`src/rtl/dmi_dr_engine.sv`:
```
// dmi_dr_engine: DMI data register with a posted request queue, outstanding-response tracking and a sticky error.
module dmi_dr_engine #(
   parameter int AddrWidth  = 7,
   parameter int DataWidth  = 32,
   parameter int QueueDepth = 4
) (
   input  logic                 clk_i,
   input  logic                 rst_ni,
   input  logic                 capture_dr_i,
   input  logic                 shift_dr_i,
   input  logic                 update_dr_i,
   input  logic                 test_logic_reset_i,
   input  logic                 dmi_access_i,
   input  logic                 dmi_reset_i,
   input  logic                 dmi_hard_reset_i,
   input  logic                 tdi_i,
   output logic                 tdo_o,
   output logic [1:0]           error_o,
   output logic                 req_valid_o,
   input  logic                 req_ready_i,
   output logic [AddrWidth-1:0] req_addr_o,
   output logic [DataWidth-1:0] req_data_o,
   output logic [1:0]           req_op_o,
   input  logic                 resp_valid_i,
   output logic                 resp_ready_o,
   input  logic [DataWidth-1:0] resp_data_i,
   input  logic [1:0]           resp_code_i
);
   localparam int W  = AddrWidth + DataWidth + 2;
   localparam int CW = $clog2(QueueDepth + 1);
   localparam int PW = (QueueDepth > 1) ? $clog2(QueueDepth) : 1;

   logic [W-1:0]           dr_q;
   logic [W-1:0]           fifo_q [QueueDepth];
   logic [QueueDepth-1:0]  kind_q;
   logic [PW-1:0]          wp_q, rp_q, kwp_q, krp_q;
   logic [CW-1:0]          c_q, o_q;
   logic                   read_pending_q;
   logic [AddrWidth-1:0]   addr_q;
   logic [DataWidth-1:0]   data_q;
   logic [1:0]             error_q;
   logic                   cap, upd, rw, full, push, busy, issue, resp, fail;
   logic [1:0]             op, status;
   logic [W-1:0]           head;

   function automatic logic [PW-1:0] inc(input logic [PW-1:0] p);
      return (p == PW'(QueueDepth - 1)) ? '0 : p + PW'(1);
   endfunction

   always_comb begin
      cap    = capture_dr_i && dmi_access_i;
      upd    = update_dr_i && dmi_access_i && (error_q == 2'd0);
      op     = dr_q[1:0];
      rw     = (op == 2'd1) || (op == 2'd2);
      full   = (c_q == CW'(QueueDepth));
      push   = upd && rw && !read_pending_q && !full && !dmi_hard_reset_i;
      busy   = (upd && rw && (read_pending_q || full)) || (cap && (error_q == 2'd0) && read_pending_q);
      head   = fifo_q[rp_q];
      issue  = req_valid_o && req_ready_i;
      resp   = resp_valid_i && (o_q != '0);
      fail   = resp && (resp_code_i == 2'd2) && (error_q == 2'd0);
      status = (error_q != 2'd0) ? error_q : read_pending_q ? 2'd3 : 2'd0;
   end

   assign req_valid_o = (c_q != '0) && (o_q < CW'(QueueDepth));
   assign {req_addr_o, req_data_o, req_op_o} = head;
   assign resp_ready_o = 1'b1;
   assign tdo_o = dr_q[0];
   assign error_o = error_q;

   always_ff @(posedge clk_i or negedge rst_ni) begin
      if (!rst_ni) begin
         dr_q           <= '0;
         for (int i = 0; i < QueueDepth; i++) fifo_q[i] <= '0;
         kind_q         <= '0;
         wp_q           <= '0;
         rp_q           <= '0;
         kwp_q          <= '0;
         krp_q          <= '0;
         c_q            <= '0;
         o_q            <= '0;
         read_pending_q <= 1'b0;
         addr_q         <= '0;
         data_q         <= '0;
         error_q        <= 2'd0;
      end else begin
         if (test_logic_reset_i) dr_q <= '0;
         else if (cap) dr_q <= {addr_q, data_q, status};
         else if (shift_dr_i && dmi_access_i) dr_q <= {tdi_i, dr_q[W-1:1]};
         if (push) begin
            fifo_q[wp_q] <= dr_q;
            wp_q         <= inc(wp_q);
            addr_q       <= dr_q[W-1 -: AddrWidth];
            if (op == 2'd1) read_pending_q <= 1'b1;
            else data_q <= dr_q[DataWidth+1:2];
         end
         if (issue) begin
            rp_q          <= inc(rp_q);
            kind_q[kwp_q] <= (head[1:0] == 2'd1);
            kwp_q         <= inc(kwp_q);
         end
         if (resp) begin
            krp_q <= inc(krp_q);
            if (kind_q[krp_q]) begin
               data_q         <= resp_data_i;
               read_pending_q <= 1'b0;
            end
         end
         // Hard reset drops queued work and marks every in-flight response as discard-only.
         if (dmi_hard_reset_i) begin
            wp_q           <= '0;
            rp_q           <= '0;
            kind_q         <= '0;
            read_pending_q <= 1'b0;
         end
         c_q     <= dmi_hard_reset_i ? '0 : c_q + CW'(push) - CW'(issue);
         o_q     <= o_q + CW'(issue) - CW'(resp);
         error_q <= (dmi_reset_i || dmi_hard_reset_i) ? 2'd0 : busy ? 2'd3 : fail ? 2'd2 : error_q;
      end
   end
endmodule

```
`config.mk`:
```
export PLATFORM = sky130hd
export DESIGN_NAME = dmi_dr_engine
export DESIGN_NICKNAME = d
export VERILOG_FILES = /design/src/rtl/dmi_dr_engine.sv
export SDC_FILE = /design/constraint.sdc
export NUM_CORES = 1
export LEC_CHECK = 0
export ABC_AREA = 1
export ABC_CLOCK_PERIOD_IN_PS = 3300
export BUFFER_PORTS_ARGS = -buffer_cell sky130_fd_sc_hd__buf_2
export CORE_UTILIZATION = 60
export CTS_BUF_LIST = sky130_fd_sc_hd__clkbuf_4 sky130_fd_sc_hd__clkbuf_8 sky130_fd_sc_hd__clkbuf_16
export DETAILED_ROUTE_END_ITERATION = 12
export GPL_ROUTABILITY_DRIVEN = 0
export PLACE_DENSITY_LB_ADDON = 0.12
export SLEW_MARGIN = 30
export SYNTH_ARGS = -nofsm -noshare
export SYNTH_HDL_FRONTEND = slang
export SYNTH_SLANG_ARGS = --single-unit
```
`constraint.sdc`:
```
create_clock -name clk_i -period 3.3 [get_ports clk_i]
set_clock_uncertainty 0.1 [all_clocks]
set_input_delay 0.33 -clock clk_i [delete_from_list [all_inputs] [get_ports clk_i]]
set_output_delay 0.33 -clock clk_i [all_outputs]
set_load 0.03 [all_outputs]
```
==> impl_metrics.tcl, run 1 <==
set metrics [dict create \
    outcome "finished, final reports clean" \
    syn2layout_area_growth_pct 15.6 \
    fmax_mhz 349 \
    grt-ovfl-total 0 \
    wire_per_inst_um 16.5 \
    clock-sinks 265 \
    port_buffers 90 \
    period_share 0.869 \
    yosysUniqueCellTypes 32 \
    num_vias 10600 \
    syn_area_mm2 0.0124 \
    period_needed_ps 2870 \
    routed_wl_um 31200 \
    setup_viol 0 \
    cts_tree "yes" \
    cts.clk_slew.worst_paths_ps 60 \
    firstDrtPassIters 5 \
    ys_top_cells_by_count "nand2_1 (379), dfrtp_1 (265), o21ai_1 (172)" \
    syn_inst 1517 \
    nets 1657 \
    max_slew_margin 0.381 \
    yosysTopAreaCellShare 0.533 \
    ys_ff_latch 265 \
    coreArea_mm2 0.0203 \
    die_area_mm2 0.0213 \
    finalPower_mw 10.3 \
    start_kind "register" \
    yosysMostFrequentCell "nand2_1" \
    grt_max_degree 94 \
    synth_area_leaders "dfrtp_1 (53%), nand2_1 (11%), o21ai_1 (6.9%)" \
    synth.yosys.seq_area_share 0.533 \
    critical_path_required_ps 2870 \
    async_flop_share 1.00 \
    rsz0062_at_grt "no" \
    route.detailed.drc 0 \
    post_drt_via_cell_ratio 5.64 \
    clock_latency_ps 540 \
    leakagePower_nw 7.08 \
    hold_viol 0 \
    maxCapViolCount 0 \
    grt_use_total 0.300 \
    setup_tns_ps 0 \
    antenna_found_initial 0 \
    crit_type "reg2out" \
    yosysWarnings 0 \
    cts_root_buf "clkbuf_16" \
    dp_hpwl_um 17900 \
    worst_pin_slew_ps 929 \
    io_pins 92 \
    reg2reg_depth 11 \
    row_count 52 \
    drive_above_1_share 0.115 \
    cts_buffers 28 \
    endpoint_kind "output pin" \
    n_antenna_cell 0 \
    grt_pass1_vias 10200 \
    path_max_fanout 82 \
    fillers 1606 \
    syn_nets 1580 \
    drv_slew 0 \
    hold_depth 5 \
    synthFlopType "dfrtp_1" \
    grt_pass1_wl_um 51700 \
    yosysTopAreaCell "dfrtp_1" \
    avgSynthCellArea_um2 8.20 \
    drt-initial-drc-count 809 \
    cts-htree-levels 1 \
    initial_core_util 0.613 \
    antenna_left 0 \
    die_w_um 146 \
    synth_edf_count 0 \
    hp-class "in2reg" \
    arrival_ps 2440 \
    clockBufferDepth 3 \
    p_per_area_mw_per_mm2 719 \
    ir_drop_uv 504 \
    die_h_um 146 \
]
==> flip-flops by register name, summed over array words and instances (netlist names), 3 cells and up <==
signal and count:
fifo_q 164, dr_q 41, data_q 32, addr_q 7
kind_q 4, c_q 3, o_q 3
==> power breakdown <==
group / internal, mW / switching (mW)
Clock: 2.02 / 1.29
Sequential: 3.73 / 0.294
Combinational: 0.952 / 2.06
==> routing by layer <==
layer | global-route usage | part of all wire
met1 | 0.410 | 0.44
met2 | 0.504 | 0.48
met3 | 0.0417 | 0.054
met4 | 0.0880 | 0.021
met5 | 0 | 0
==> cell usage in the layout, fill, tap and decap left out, types with 3 or more instances in the layout <==
| cell | synthesis | layout |
|---|---|---|
| a21oi_1 | 3 | 3 |
| buf_12 | 0 | 7 |
| buf_2 | 43 | 89 |
| buf_4 | 4 | 24 |
| bufinv_16 | 0 | 3 |
| clkbuf_16 | 0 | 29 |
| clkbuf_4 | 0 | 4 |
| clkbuf_8 | 0 | 7 |
| clkinv_2 | 0 | 4 |
| dfrtp_1 | 265 | 264 |
| dlygate4sd3_1 | 0 | 30 |
| ha_1 | 15 | 14 |
| inv_1 | 145 | 144 |
| nand2_1 | 379 | 378 |
| nand2_4 | 4 | 4 |
| nand3_1 | 41 | 41 |
| nand4_1 | 33 | 33 |
| nor2_1 | 96 | 96 |
| o211ai_1 | 5 | 5 |
| o21ai_0 | 160 | 160 |
| o21ai_1 | 172 | 172 |
| o22ai_1 | 78 | 78 |
==> final timing paths <==
path / endpoint / slack (ps) / start
max in group asynchronous: fifo_q[59] / 1920 / rst_ni
worst max register to register: c_q[2] / 550 / c_q[1]
worst max-delay path: req_data_o[21] / 430 / rp_q[0]
min in group asynchronous: fifo_q[84] / 330 / rst_ni
worst min-delay path: data_q[5] / 20 / resp_data_i[5]
worst min register to register: fifo_q[99] / 380 / fifo_q[99]
==> stage by stage <==
stage               hold WS (ps)   util  std cells  instance area, um^2  setup slack (ps)
detailed placement           301  0.645       1804                13100               580
global route                31.6  0.709       1884                14400               335
finish                      20.2  0.709       1884                14400               434
global placement             301  0.645       1804                13100               611
CTS                         1.20  0.709       1884                14400               465
floorplan                  -65.6      -       1517                12400               435
==> cell families (layout without fill, tap and decap cells) <==
group	count (synthesis)	in the layout	synth area share
XOR/XNOR	4	4	0.00282
flip-flops	265	265	0.533
other	1	1	0.000301
AO/OA/AOI/OAI	423	423	0.181
adder cells (fa/ha/maj)	17	17	0.0183
buffers and inverters	251	348	0.0821
AND/OR/NAND/NOR	556	556	0.182
==> critical path, cell delays in order (launching register included) <==
cell and delay [ps]:
dfrtp_2 360, buf_4 730, o21ai_0 210, o22ai_1 320
buf_2 260
==> what timing repair did <==
item,in CTS,in global routing
hold endpoints to repair,119,0
hold buffers,30,0
resized for setup,0,0
buffers inserted,0,0
==> layout make-up <==
cell class,count,area (um^2),share of cell area
multi-input cells,1001,4790,0.333
repair buffers,151,1080,0.0752
clock inverters,10,135,0.00939
inverters,147,554,0.0385
well taps,270,338,0.0235
flip-flops and latches,265,6630,0.461
clock buffers,40,852,0.0592
No activity file was read; power rests on OpenSTA's default activity.
==> run 2, diff against run 1 <==
Settings changed: CTS_BUF_LIST sky130_fd_sc_hd__clkbuf_4 sky130_fd_sc_hd__clkbuf_8 sky130_fd_sc_hd__clkbuf_16 to not set.
==> run 2 against run 1 <==
Final cell count did not move. Final area fell by 0.10%. Worst setup slack improved by 5.8 ps. First-iteration DRC count fell by 5.7%. Register-to-register slack barely moved. Global-route usage fell by 0.056 points. Highest routed layer unchanged. Non-clock buffer count did not move. Sequential share of layout area barely moved.
==> impl_metrics.tcl, run 2 (synthesis results as in run 1) <==
set metrics [dict create \
    outcome "finished, final reports clean" \
    cts-htree-levels 1 \
    wire_per_inst_um 16.6 \
    hold_path_end "data_q[6]" \
    maxCapViolCount 0 \
    switching_share 0.352 \
    finalPower_mw 10.3 \
    crit_type "reg2out" \
    most-common-layout-cells "nand2_1 (378), dfrtp_1 (264), o21ai_1 (172)" \
    row_count 52 \
    hp-class "in2reg" \
    endpoint_kind "output pin" \
    fmax_mhz 350 \
    route.detailed.drc 0 \
    fin_hold_ws_ps 17.2 \
    cp_slowest_cell "buf_4" \
    antenna_left 0 \
    fillers 1602 \
    drive_above_1_share 0.112 \
    pwr-share-clk 0.317 \
    ir_drop_uv 491 \
    nets 1657 \
    r2r-end "c_q[2]" \
    grt_pass1_vias 10200 \
    critPathBufInv 2 \
    routed_wl_um 31200 \
    path_max_fanout 82 \
    cts_root_buf "clkbuf_16" \
    critical_path_required_ps 2870 \
    reg2reg_depth 11 \
    firstDrtPassIters 7 \
    antenna_found_initial 0 \
    clockBufferDepth 3 \
    setup_tns_ps 0 \
    grt_pass1_wl_um 51700 \
    clock-sinks 265 \
    coreArea_mm2 0.0203 \
    worst_pin_slew_ps 927 \
    seq_power_share 0.391 \
    drv_slew 0 \
    start_kind "register" \
    syn2layout_area_growth_pct 15.5 \
    grt_max_degree 94 \
    period_share 0.867 \
    arrival_ps 2430 \
    cts_buffers 28 \
    post_drt_via_cell_ratio 5.64 \
    cts.clk_slew.worst_paths_ps 60 \
    min_from "resp_data_i[6]" \
    cts_tree "yes" \
    grt_use_total 0.300 \
    critical_path.top_delay_family "buffers and inverters" \
    n_antenna_cell 0 \
    regMostFlops "fifo_q" \
    port_buffers 90 \
    largest_register_ffs 164 \
    p_per_area_mw_per_mm2 718 \
    io_pins 92 \
    hold_viol 0 \
    grt-ovfl-total 0 \
    r2r_slack_ps 560 \
    die_w_um 146 \
    rsz0062_at_grt "no" \
    slowest_delay_ps 730 \
    power.net_switching_mw 3.63 \
    top_regs "fifo_q x164, dr_q x41, data_q x32" \
    clock_latency_ps 540 \
    combPwrFrac 0.292 \
    drt-initial-drc-count 763 \
    num_vias 10600 \
    setup_viol 0 \
    initial_core_util 0.613 \
    p_int_mw 6.68 \
    final_common_cell "nand2_1" \
    dp_hpwl_um 17900 \
    leakagePower_nw 7.06 \
    rr_startpoint "c_q[1]" \
    worstPathCellList "buf_4 > o21ai_0 > o22ai_1 > buf_2" \
    max_slew_margin 0.382 \
    period_needed_ps 2860 \
    die_area_mm2 0.0213 \
    final_util 0.708 \
    hold_depth 5 \
    die_h_um 146 \
]
==> run 2: stage by stage <==
step	setup WS (ps)	cells	area (um^2)
3_5_place_dp	580	1804	13100
5_1_grt	335	1884	14400
2_1_floorplan	435	1517	12400
4_1_cts	465	1884	14400
6_report	440	1884	14400
3_3_place_gp	611	1804	13100
==> run 2: tightest hold or removal path, cell delays in order <==
cell	delay [ps]
buf_2	90
inv_1	40
nand2_1	60
nand2_1	50
inv_1	40
==> run 2: routing by layer <==
metal,vias up,share of wire,GRT usage
met5,-,0,0
met4,0,0.020,0.0880
met3,49,0.060,0.0417
met2,351,0.48,0.504
met1,5081,0.44,0.408
li1,5153,-,-
==> run 2: repair_timing <==
action,CTS,global route
setup buffers,0,0
hold buffers,30,0
resized for setup,0,0
endpoints found under the hold margin,119,0
==> run 2: worst max-delay path by stage <==
stage	startpoint	end	slack, ps	cells after the start
global placement	c_q[1]	c_q[2]	610	11
global route	rp_q[0]	req_data_o[21]	340	4
floorplan	dr_q[0]	c_q[2]	440	14
finish	rp_q[0]	req_data_o[21]	440	4
CTS	rp_q[0]	req_data_o[21]	470	4
detailed placement	c_q[1]	c_q[2]	580	11
==> run 2: cell type report <==
cell class | count | area [um^2] | area share
flip-flops and latches | 265 | 6630 | 0.462
multi-input cells | 1001 | 4790 | 0.333
well taps | 270 | 338 | 0.0235
repair buffers | 151 | 1080 | 0.0752
clock inverters | 10 | 135 | 0.00940
clock buffers | 40 | 837 | 0.0583
inverters | 147 | 554 | 0.0386
==> run 2: power by group through the flow <==
stage / sequential (mW) / combinational, mW / clock [mW]
after global placement: 4.06 / 2.91 / 0
after global routing: 4.08 / 3.37 / 3.46
after detailed placement: 4.07 / 2.97 / 0
final: 4.03 / 3.01 / 3.27
after CTS: 4.02 / 3.01 / 3.32
after floorplan: 4.01 / 2.19 / 0
==> run 3, diff against run 2 <==
Settings changed: REMOVE_ABC_BUFFERS set to 1.
==> run 3 against run 2 <==
Highest routed layer unchanged. Core utilization grew 0.65 points. Critical path type unchanged. Via count grew 2.4%. Clock-buffer cell count is the same. Critical path depth is the same.
==> impl_metrics.tcl, run 3 (synthesis results as in run 1) <==
set metrics [dict create \
    outcome "finished, final reports clean" \
    row_count 52 \
    syn2layout_area_growth_pct 16.6 \
    seq_power_share 0.385 \
    worst_pin_slew_ps 739 \
    period_share 0.841 \
    critical_path_required_ps 2870 \
    postCtsSetupRepairBufs 0 \
    grt_pass1_wl_um 55500 \
    n_antenna_cell 0 \
    grt-ovfl-total 0 \
    cts_buffers 29 \
    grt_use_met3 0.0361 \
    fmax_mhz 360 \
    regMostFlops "fifo_q" \
    grt_max_degree 96 \
    maxCapViolCount 0 \
    arrival_ps 2340 \
    firstDrtPassIters 5 \
    setup_tns_ps 0 \
    nets 1662 \
    drt-initial-drc-count 895 \
    ir_drop_uv 566 \
    max_slew_margin 0.507 \
    p_int_mw 6.82 \
    die_w_um 146 \
    top_regs "fifo_q x164, dr_q x41, data_q x32" \
    hp-class "in2reg" \
    drv_slew 0 \
    multi_input_area_mm2 0.00480 \
    period_needed_ps 2770 \
    post_drt_via_cell_ratio 5.76 \
    crit_type "reg2out" \
    die_h_um 146 \
    clock-sinks 265 \
    io_pins 92 \
    p_per_area_mw_per_mm2 729 \
    num_vias 10900 \
    rsz0062_at_grt "no" \
    hold_viol 0 \
    pwr-share-clk 0.326 \
    leakagePower_nw 7.12 \
    grtUsageMet1 0.446 \
    drive_above_1_share 0.113 \
    fillers 1620 \
    final_common_cell "nand2_1" \
    wire_per_inst_um 17.5 \
    combPwrFrac 0.288 \
    grt_use_total 0.324 \
    port_buffers 90 \
    largest_register_ffs 164 \
    routed_wl_um 33100 \
    coreArea_mm2 0.0203 \
    start_kind "register" \
    setup_viol 0 \
    busiest_layer "met2" \
    switching_share 0.355 \
    die_area_mm2 0.0213 \
    antenna_found_initial 0 \
    cts-htree-levels 1 \
    antenna_left 0 \
    endpoint_kind "output pin" \
    initial_core_util 0.613 \
    dp_hpwl_um 18900 \
    path_max_fanout 19 \
    setup_slack_ps 525 \
    clock_latency_ps 550 \
    power.net_switching_mw 3.76 \
    cts.clk_slew.worst_paths_ps 60 \
    cts_root_buf "clkbuf_16" \
    clockBufferDepth 3 \
    cts_tree "yes" \
    route.detailed.drc 0 \
    most-common-layout-cells "nand2_1 (378), dfrtp_1 (264), o21ai_1 (172)" \
    grt_util_met2 0.544 \
    seq_area_mm2 0.00663 \
    pre_cts_ws_ps 615 \
    grt_pass1_vias 10700 \
]
## run 3: cell count changes in the layout (fill, tap and decap cells not counted), sizes merged
cell         previous run  this run
clkinv                  6         4
bufinv                  3         5
inv                   147       149
dlygate4sd3            30        33
buf                   121       122
## run 3: power by group through the flow
stage	Combinational (mW)	Clock, mW	Sequential [mW]
finish	3.05	3.45	4.07
global route	3.42	3.60	4.14
global placement	2.93	0	4.10
detailed placement	2.99	0	4.12
floorplan	2.05	0	4.07
CTS	3.05	3.47	4.07
## run 3: area by class of cell
type | count | area share
clock buffers | 40 | 0.0563
clock inverters | 12 | 0.0135
inverters | 147 | 0.0382
multi-input cells | 1001 | 0.331
flip-flops and latches | 265 | 0.457
well taps | 270 | 0.0233
repair buffers | 155 | 0.0806
## run 3: critical path, cell delays in order (launching register included)
cell	delay [ps]
dfrtp_1	700
buf_4	400
o21ai_0	150
o22ai_1	280
buf_2	260
## run 3: metal layers
| layer | wire length (um) | up-vias |
|---|---|---|
| met1 | 14000 | 5219 |
| met4 | 892 | 0 |
| met2 | 15900 | 429 |
| met3 | 2250 | 79 |
| met5 | 0 | - |
| li1 | - | 5157 |
## run 3: what timing repair did
| action | 4_1_cts | 5_1_grt |
|---|---|---|
| resized for setup | 0 | 0 |
| hold buffers | 33 | 0 |
| hold endpoints to repair | 127 | 0 |
## run 3: metrics by stage
stage               total power, mW  std cells  area (um^2)  utilization  hold WS (ps)
CTS                            10.6       1890        14500        0.714         0.123
floorplan                      6.12       1413        12000            -         -65.6
finish                         10.6       1890        14500        0.714          7.45
global placement               7.03       1805        13200        0.648           318
detailed placement             7.11       1805        13200        0.648           313
global route                   11.2       1890        14500        0.714          19.6
## run 3: final timing paths
| kind | start | endpoint | slack [ps] | cells after the start |
|---|---|---|---|---|
| worst max-delay path | rp_q[1] | req_data_o[27] | 530 | 4 |
| max in group asynchronous | rst_ni | fifo_q[16] | 1950 | 3 |
| worst max register to register | c_q[1] | c_q[2] | 610 | 11 |
| worst min register to register | fifo_q[77] | fifo_q[77] | 380 | 2 |
| worst min-delay path | resp_data_i[17] | data_q[17] | 7 | 5 |
| min in group asynchronous | rst_ni | fifo_q[39] | 300 | 2 |
